`src/rtl/noc_packet_injector_pkg.sv`:
```
// Shared types for the NoC packet injector.
//  - Noc_ID_X_Width / Noc_ID_Y_Width : mesh coordinate widths
//  - noc_flit_type_e                  : 2-bit flit type carried in the flit MSBs
//  - noc_head_t                       : coordinate fields of a head flit, dst_x in the LSBs
//  - inj_state_e                      : injector control states
//  - make_head()                      : packs source/destination coordinates into noc_head_t
package noc_packet_injector_pkg;

    localparam int Noc_ID_X_Width = 4;
    localparam int Noc_ID_Y_Width = 4;

    typedef enum logic [1:0] {
        FLIT_HEAD      = 2'b00,
        FLIT_BODY      = 2'b01,
        FLIT_TAIL      = 2'b10,
        FLIT_HEAD_TAIL = 2'b11
    } noc_flit_type_e;

    // The length field sits above this struct in the head flit; it is
    // added by the top because its width is a module parameter.
    typedef struct packed {
        logic [Noc_ID_Y_Width-1:0] src_y;
        logic [Noc_ID_X_Width-1:0] src_x;
        logic [Noc_ID_Y_Width-1:0] dst_y;
        logic [Noc_ID_X_Width-1:0] dst_x;
    } noc_head_t;

    typedef enum logic [1:0] {
        ST_IDLE    = 2'd0,
        ST_HEAD    = 2'd1,
        ST_PAYLOAD = 2'd2
    } inj_state_e;

    function automatic noc_head_t make_head(
        input logic [Noc_ID_X_Width-1:0] src_x,
        input logic [Noc_ID_Y_Width-1:0] src_y,
        input logic [Noc_ID_X_Width-1:0] dst_x,
        input logic [Noc_ID_Y_Width-1:0] dst_y
    );
        noc_head_t h;
        h.src_y = src_y;
        h.src_x = src_x;
        h.dst_y = dst_y;
        h.dst_x = dst_x;
        return h;
    endfunction

endpackage

```
`src/rtl/noc_flit_out_reg.sv`:
```
// One-entry valid/ready output register.
//  clk, srst   : clock, synchronous active-high reset (clears valid and data)
//  load_valid  : load load_data this cycle (only honoured when can_load=1)
//  load_data   : word to register
//  can_load    : register empty, or its word is handshaking this cycle
//  out_valid   : registered word valid
//  out_data    : registered word, stable while out_valid && !out_ready
//  out_ready   : downstream accepts out_data
module noc_flit_out_reg #(
    parameter int WIDTH = 35
) (
    input  logic             clk,
    input  logic             srst,
    input  logic             load_valid,
    input  logic [WIDTH-1:0] load_data,
    output logic             can_load,
    output logic             out_valid,
    output logic [WIDTH-1:0] out_data,
    input  logic             out_ready
);

    logic             valid_reg;
    logic [WIDTH-1:0] data_reg;

    // A new word may replace the current one in the cycle it drains,
    // which gives one word per cycle without a second entry.
    assign can_load  = !valid_reg || out_ready;
    assign out_valid = valid_reg;
    assign out_data  = data_reg;

    always_ff @(posedge clk) begin
        if (srst) begin
            valid_reg <= 1'b0;
            data_reg  <= '0;
        end else if (load_valid && can_load) begin
            valid_reg <= 1'b1;
            data_reg  <= load_data;
        end else if (out_ready) begin
            valid_reg <= 1'b0;
        end
    end

endmodule

```
`src/rtl/noc_packet_injector.sv`:
```
// Node-side packet injector: turns a packet request plus a payload word
// stream into HEAD/BODY/TAIL (or single HEAD_TAIL) flits for the local
// port of a mesh router.
//  noc_clk, noc_rst        : clock, synchronous active-high reset
//  id_x, id_y              : own coordinates, written into the head as source
//  req_*                   : packet request (destination, VC, payload length)
//  data_valid/ready, data  : payload word stream
//  flit_valid/ready        : flit handshake toward the fabric
//  flit_vc, flit           : VC and {type, body} of the current flit
//  vc_ready                : per-VC buffer space at the fabric input
module noc_packet_injector
    import noc_packet_injector_pkg::*;
#(
    parameter int VC_NUM     = 2,
    parameter int DATA_WIDTH = 32,
    parameter int LEN_WIDTH  = 5,
    parameter int FLIT_WIDTH = DATA_WIDTH + 2
) (
    input  logic                        noc_clk,
    input  logic                        noc_rst,
    input  logic [Noc_ID_X_Width-1:0]   id_x,
    input  logic [Noc_ID_Y_Width-1:0]   id_y,
    input  logic                        req_valid,
    output logic                        req_ready,
    input  logic [Noc_ID_X_Width-1:0]   req_dst_x,
    input  logic [Noc_ID_Y_Width-1:0]   req_dst_y,
    input  logic [$clog2(VC_NUM)-1:0]   req_vc,
    input  logic [LEN_WIDTH-1:0]        req_len,
    input  logic                        data_valid,
    output logic                        data_ready,
    input  logic [DATA_WIDTH-1:0]       data,
    output logic                        flit_valid,
    input  logic                        flit_ready,
    output logic [$clog2(VC_NUM)-1:0]   flit_vc,
    output logic [FLIT_WIDTH-1:0]       flit,
    input  logic [VC_NUM-1:0]           vc_ready
);

    localparam int VC_WIDTH  = $clog2(VC_NUM);
    localparam int HEAD_BITS = LEN_WIDTH + $bits(noc_head_t);

    inj_state_e                state_reg;
    logic                      req_ready_reg;
    logic [Noc_ID_X_Width-1:0] dst_x_reg;
    logic [Noc_ID_Y_Width-1:0] dst_y_reg;
    logic [VC_WIDTH-1:0]       vc_reg;
    logic [LEN_WIDTH-1:0]      len_reg;
    logic [LEN_WIDTH-1:0]      remaining_reg;

    logic                      can_load;
    logic                      vc_open;
    logic [VC_NUM-1:0]         vc_hit;
    logic                      head_load;
    logic                      word_load;
    logic                      last_drain;
    logic                      load_valid;
    noc_flit_type_e            load_type;
    logic [DATA_WIDTH-1:0]     load_body;
    logic [HEAD_BITS-1:0]      head_bits;
    logic [DATA_WIDTH-1:0]     head_word;
    logic [FLIT_WIDTH+VC_WIDTH-1:0] out_data;

    // Space check for the latched VC only; the fabric's other VCs are irrelevant.
    for (genvar gi = 0; gi < VC_NUM; gi++) begin : g_vc_hit
        assign vc_hit[gi] = vc_ready[gi] && (vc_reg == VC_WIDTH'(gi));
    end
    assign vc_open = |vc_hit;

    assign head_bits = {len_reg, make_head(id_x, id_y, dst_x_reg, dst_y_reg)};
    assign head_word = DATA_WIDTH'(head_bits);

    // vc_ready only gates loading; a flit already in the output register stays put.
    assign head_load  = (state_reg == ST_HEAD) && can_load && vc_open;
    // remaining_reg reaches 0 once the last word is loaded; after that the
    // payload phase only waits for that final flit to drain.
    assign data_ready = (state_reg == ST_PAYLOAD) && (remaining_reg != '0) && can_load && vc_open;
    assign word_load  = data_ready && data_valid;
    assign last_drain = (state_reg == ST_PAYLOAD) && (remaining_reg == '0) && flit_valid && flit_ready;
    assign load_valid = head_load || word_load;
    assign req_ready  = req_ready_reg;

    always_comb begin
        load_type = FLIT_BODY;
        load_body = data;
        if (head_load) begin
            load_type = (len_reg == '0) ? FLIT_HEAD_TAIL : FLIT_HEAD;
            load_body = head_word;
        end else if (remaining_reg == LEN_WIDTH'(1)) begin
            load_type = FLIT_TAIL;
        end
    end

    noc_flit_out_reg #(
        .WIDTH(FLIT_WIDTH + VC_WIDTH)
    ) u_out_reg (
        .clk        (noc_clk),
        .srst       (noc_rst),
        .load_valid (load_valid),
        .load_data  ({vc_reg, load_type, load_body}),
        .can_load   (can_load),
        .out_valid  (flit_valid),
        .out_data   (out_data),
        .out_ready  (flit_ready)
    );

    assign {flit_vc, flit} = out_data;

    // Head-only packets also pass through ST_PAYLOAD (remaining=0) so every
    // packet leaves through the same "last flit drained" exit.
    always_ff @(posedge noc_clk) begin
        if (noc_rst) begin
            state_reg     <= ST_IDLE;
            req_ready_reg <= 1'b0;
            dst_x_reg     <= '0;
            dst_y_reg     <= '0;
            vc_reg        <= '0;
            len_reg       <= '0;
            remaining_reg <= '0;
        end else begin
            case (state_reg)
                ST_IDLE: begin
                    if (req_valid && req_ready_reg) begin
                        dst_x_reg     <= req_dst_x;
                        dst_y_reg     <= req_dst_y;
                        vc_reg        <= req_vc;
                        len_reg       <= req_len;
                        remaining_reg <= req_len;
                        req_ready_reg <= 1'b0;
                        state_reg     <= ST_HEAD;
                    end else begin
                        req_ready_reg <= 1'b1;
                    end
                end
                ST_HEAD: begin
                    if (head_load) begin
                        state_reg <= ST_PAYLOAD;
                    end
                end
                ST_PAYLOAD: begin
                    if (word_load) begin
                        remaining_reg <= remaining_reg - LEN_WIDTH'(1);
                    end
                    if (last_drain) begin
                        state_reg     <= ST_IDLE;
                        req_ready_reg <= 1'b1;
                    end
                end
                default: begin
                    state_reg <= ST_IDLE;
                end
            endcase
        end
    end

endmodule

```
`config.mk`:
```
export PLATFORM = sky130hd
export DESIGN_NAME = noc_packet_injector
export DESIGN_NICKNAME = d
export VERILOG_FILES = /design/src/rtl/noc_packet_injector_pkg.sv /design/src/rtl/noc_flit_out_reg.sv /design/src/rtl/noc_packet_injector.sv
export SDC_FILE = /design/constraint.sdc
export NUM_CORES = 1
export LEC_CHECK = 0
export ABC_AREA = 1
export BUFFER_PORTS_ARGS = -buffer_cell sky130_fd_sc_hd__buf_2
export CORE_MARGIN = 5
export CORE_UTILIZATION = 45
export DETAILED_ROUTE_END_ITERATION = 8
export PLACE_DENSITY = 0.7
export SETUP_SLACK_MARGIN = 0.1
export SLEW_MARGIN = 25
export SYNTH_ARGS = -nofsm -noshare
export SYNTH_HDL_FRONTEND = slang
export SYNTH_SLANG_ARGS = --single-unit
```
`constraint.sdc`:
```
create_clock -name noc_clk -period 1.9 [get_ports noc_clk]
set_input_delay 0.285 -clock noc_clk [delete_from_list [all_inputs] [get_ports noc_clk]]
set_output_delay 0.285 -clock noc_clk [all_outputs]
set_load 0.02 [all_outputs]
```
### Word level (Yosys, flattened, before mapping)

Cells that the tools add are included.

| operators by class | value |
|---|---|
| add/sub/neg operators | 1 |
| equal/unequal tests | 7 |
| multiplexer cells | 16 |
| bitwise logic cells | 1 |
| reductions and logical operators | 27 |

Operator list:

| kind | count |
|---|---|
| $mux 32 | 1 |
| $logic_and 1x1->1 | 13 |
| $mux 2 | 6 |
| $logic_not 5->1 | 2 |
| $mux 5 | 2 |
| $pmux 5 s2 | 1 |
| $ne 2x2->1 const B | 4 |
| $pmux 2 s3 | 1 |
| $reduce_and 3->1 | 2 |
| $eq 5x1->1 const B | 1 |
| $reduce_bool 5->1 | 1 |
| $sub 5x1->5 const B | 1 |
| $mux 1 | 4 |
| $reduce_and 2->1 | 2 |
| $reduce_bool 2->1 | 2 |
| $eq 2x1->1 const B | 1 |
| $eq 2x2->1 const B | 1 |
| $logic_not 2->1 | 1 |
| $logic_or 1x1->1 | 2 |
| $pmux 1 s2 | 1 |
| $reduce_or 2->1 | 1 |
| $logic_not 1->1 | 1 |
| $not 1->1 | 1 |

| word-level totals | value |
|---|---|
| flip-flop bits (word level) | 58 |
| output and inout port bits | 38 |

### Logic depth before layout (Yosys ltp)

| depth | value |
|---|---|
| depth in word-level cells | 8 |
| gate-level depth with buffers | 10 |
| gate-level depth less buffers | 9 |

### Cells and area by module

From an unflattened synthesis, not the netlist that was laid out.

| second synthesis, totals | value |
|---|---|
| cells, all modules | 483 |
| area, all modules | 3153.0 µm² |

By module, submodules not included:

| module | times used | cells each | area each (µm²) | sequential area each (µm²) |
|---|---|---|---|---|
| noc_flit_out_reg | 1 | 234 | 1694.1 | 720.7 |
| noc_packet_injector | 1 | 249 | 1458.9 | 440.4 |

### Worst setup path after synthesis

Ideal clock, no wire load.

| timing path | value |
|---|---|
| path kind | register to output |
| start | reg remaining_reg[0] |
| end | out data_ready |
| data arrival time | 1.339 ns |
| data required time | 1.615 ns |
| setup slack | 0.276 ns |
| cell stages (with the launch flop) | 6 |
| buffers on the path | 0 |
| cell sequence | dfxtp_1 > inv_1 > ha_1 > inv_1 > nor3_1 > nor4_1 |

| between the ends | value |
|---|---|
| cells in the longest elaborated chain, start to end | 4 |

Ends and longest elaborated chain:

| item | RTL line | text |
|---|---|---|
| start: declaration | noc_packet_injector.sv:48 | `logic [LEN_WIDTH-1:0] remaining_reg;` |
| start signal: assignment | noc_packet_injector.sv:127 | `remaining_reg <= req_len;` |
| start signal: assignment | noc_packet_injector.sv:141 | `remaining_reg <= remaining_reg - LEN_WIDTH'(1);` |
| $reduce_bool 5->1 | noc_packet_injector.sv:76 | `assign data_ready = (state_reg == ST_PAYLOAD) && (remaining_reg != '0) && can_load && vc_open;` |
| $logic_and 1x1->1 (3 in a row) | noc_packet_injector.sv:76 |  |
| end: declaration | noc_packet_injector.sv:30 | `output logic data_ready,` |

No other way between the ends.

### Final worst setup path

| timing path | value |
|---|---|
| start | reg vc_reg |
| end | out data_ready |

| between the ends | value |
|---|---|
| cells in the longest elaborated chain, start to end | 4 |
| elaborated cells on any way between the ends | 5 |
| those cells by class | 1 x bitwise; 4 x reduce/logical |

Ends and longest elaborated chain:

| item | RTL line | text |
|---|---|---|
| start: declaration | noc_packet_injector.sv:46 | `logic [VC_WIDTH-1:0] vc_reg;` |
| start signal: assignment | noc_packet_injector.sv:125 | `vc_reg <= req_vc;` |
| $not 1->1 | noc_packet_injector.sv:65 | `assign vc_hit[gi] = vc_ready[gi] && (vc_reg == VC_WIDTH'(gi));` |
| $logic_and 1x1->1 | noc_packet_injector.sv:65 |  |
| $reduce_or 2->1 * | noc_packet_injector.sv:67 | `assign vc_open = \|vc_hit;` |
| $logic_and 1x1->1 * | noc_packet_injector.sv:76 |  |

Mark *: on every way between the ends. The rest lies on a longest branch, timed or not.

==> run_results.csv <==
group,metric,value,unit
status,status,"finished clean",
synthesis,synth_fp_nets,539,
grt,grtUsageTotal,18.03,%
cells_and_area,largest_register_ffs,35,
worst_setup_path,start_kind,"flop",
placed_design,post-place-ws,179.5,ps
floorplan,die_area,8388,um^2
synthesis,syn_area_per_cell,6.306,um^2
sta,setup_violations,0,
pwr,power_density,841.7,nW/um^2
cells_and_area,drive_gt1_share,24.74,%
cells_and_area,antennaDiodeCount,0,
synthesis,yosysUniqueCellTypes,23,
sta,setup_tns,0,ps
cells_and_area,final_util,58.09,%
clock_network,cts.path.max_buffers,2,
worst_setup_path,cp_data_required_time,1620,ps
synthesis,syn_area,2995,um^2
floorplan,rows,29,
route,ant_nets,0,
job,drv_cap,0,
cells_and_area,num-nets-final,629,
pwr,vdd_drop_max,0.5326,mV
pwr,p_leak,2.093,nW
placed_design,gp_congestion,0.7926,
grt,globalRouteOverflowTotal,0,
clock_network,root_buffer,"clkbuf_8",
grt,grt_pass1_vias,2800,
placed_design,placed_area,3513,um^2
sta,period_share,89.42,%
sta,worstMarginPinSlew,504.6,ps
synthesis,synth.area.top_cells,"dfxtp_1 (39%), nand2_1 (17%), nor2_1 (8.4%)",
grt,antenna_found_initial,0,
sta,worst_slew_margin_rel,66.31,%
route,drc,0,
clock_network,clkTransAtPathRegs,70,ps
synthesis,synth.largest_area_cell,"dfxtp_1",
placed_design,hpwlAfterDp,5.120,mm
worst_setup_path,worst_setup_path_end_kind,"primary output",
sta,hold_viol,0,
clock_network,cts_tree,"done",
sta,setup_slack,201.1,ps
synthesis,synth-seq-area-share,38.76,%
floorplan,io_pins,99,
placed_design,portBuffers,98,
worst_setup_path,cp_max_fo,5,
sta,slew_viol_final,0,
grt,grt_pass1_wl,12.53,mm
synthesis,syn_inst,475,
route,drt_wl_total,7.449,mm
floorplan,initial_core_util,46.64,%
route,post_drt_via_cell_ratio,4.733,
cells_and_area,area_growth,24.56,%
worst_setup_path,r2r-start,"remaining_reg[1]$_SDFFE_PP0P_",
floorplan,die_y,91.59,um
route,drtIter0Drc,132,
worst_setup_path,arrival,1410,ps
floorplan,coreArea,6422,um^2
route,vias,3062,
floorplan,die_x,91.59,um
synthesis,synth_seq_cells,58,
clock_network,cts.sinks,58,
sta,post-route-min-period,1699,ps
sta,rsz0062_at_grt,"yes",
sta,clock_skew,8.373,ps
worst_hold_path,hp-class,"in2reg",
cells_and_area,stdcell_area,3731,um^2
route,avgRoutedWirePerCell,11.51,um
clock_network,cts_made_buffers,9,
synthesis,ys.warnings.count,0,
worst_hold_path,hold_path_startpoint,"noc_rst",
worst_setup_path,startpoint,"vc_reg$_SDFFE_PP0P_",
clock_network,clk_latency,330,ps
clock_network,cts_max_level,3,
synthesis,synth.top_cell.area_share,38.76,%
grt,grt_max_degree,97,
sta,maxClockFrequency,588.6,MHz
route,dr.pass1.iters,4,
worst_setup_path,criticalPathCategory,"reg2out",
-- cell usage in the layout, fill, tap and decap left out, types with 4 or more instances in the layout --
master | Yosys | final
inv_1 | 58 | 55
nand3_1 | 48 | 48
buf_2 | 15 | 98
nor2_1 | 67 | 67
dfxtp_1 | 58 | 56
clkbuf_8 | 0 | 12
o21ai_1 | 11 | 11
o21ai_0 | 19 | 19
a21oi_1 | 36 | 36
nand2_1 | 132 | 132
inv_2 | 1 | 4
buf_4 | 6 | 8
-- logic make-up after synthesis --
| kind of cell | synth area share (%) |
|---|---|
| adders and majority gates | 1.253 |
| DFF | 38.76 |
| and+or+nand+nor | 35.88 |
| AOI/OAI and AO/OA | 11.32 |
| buffers and inverters | 12.78 |
-- per-stage QoR --
step                      cells  hold WS (ps)  power (mW)
after floorplan             475         354.1       1.900
after global placement      629         467.1       2.100
after detailed placement    629         474.1       2.115
after CTS                   647         152.0       3.177
after global routing        647         166.7       3.350
final                       647         167.6       3.140
-- synth_stat cells, drive strengths merged --
master	n
nor4	1
buf	23
dfxtp	58
a21oi	37
nand2	134
ha	3
clkbuf	7
nand3	49
nor3	2
nor2	71
o21ai	30
inv	59
or2	1
-- path summary, 6_finish.rpt --
kind / end / slack, ps / cells after the start
max: data_ready / 200 / 5
min: state_reg[0]$_SDFFE_PP0P_ / 170 / 2
max reg2reg: u_out_reg.out_data[13]$_SDFFE_PP0P_ / 330 / 10
min reg2reg: dst_x_reg[1]$_SDFFE_PP0P_ / 480 / 2
-- repair_timing --
action,4_1_cts,5_1_grt
endpoints found under the setup margin,1,5
hold buffers,0,0
pin swaps,1,1
buffers inserted,2,0
gates resized for setup,6,3
-- metal layers --
layer	part of all wire [%]	up-vias	GRT usage (%)	wire (um)
li1	-	1646	-	-
met1	47	1332	22.35	3469
met2	46	71	30.31	3456
met3	5.7	13	4.711	421
met4	1.4	0	6.030	102
met5	0	-	0	0
-- power by group --
group	leakage [nW]	internal, mW	switching [mW]	total [mW]
clock	0.0965	0.577	0.456	1.03
sequential	0.474	1.33	0.0630	1.39
combinational	1.52	0.284	0.434	0.718
-- worst max-delay path, stage by stage (launching register included) --
cell and delay [ps]:
dfxtp_1 390, inv_1 70, nand2_1 70, nand2_2 90, nor4_2 250, buf_2 210
-- final cells by class --
type                       count  area [um^2]
clock buffer                  14        172.7
clock inverter                 2        10.01
fill                         649         2691
inverter                      59        221.5
multi-input combinational    328         1465
sequential                    58         1164
tap                           77        96.34
timing repair buffer         109        601.8
(Power assumes the default switching activity.)
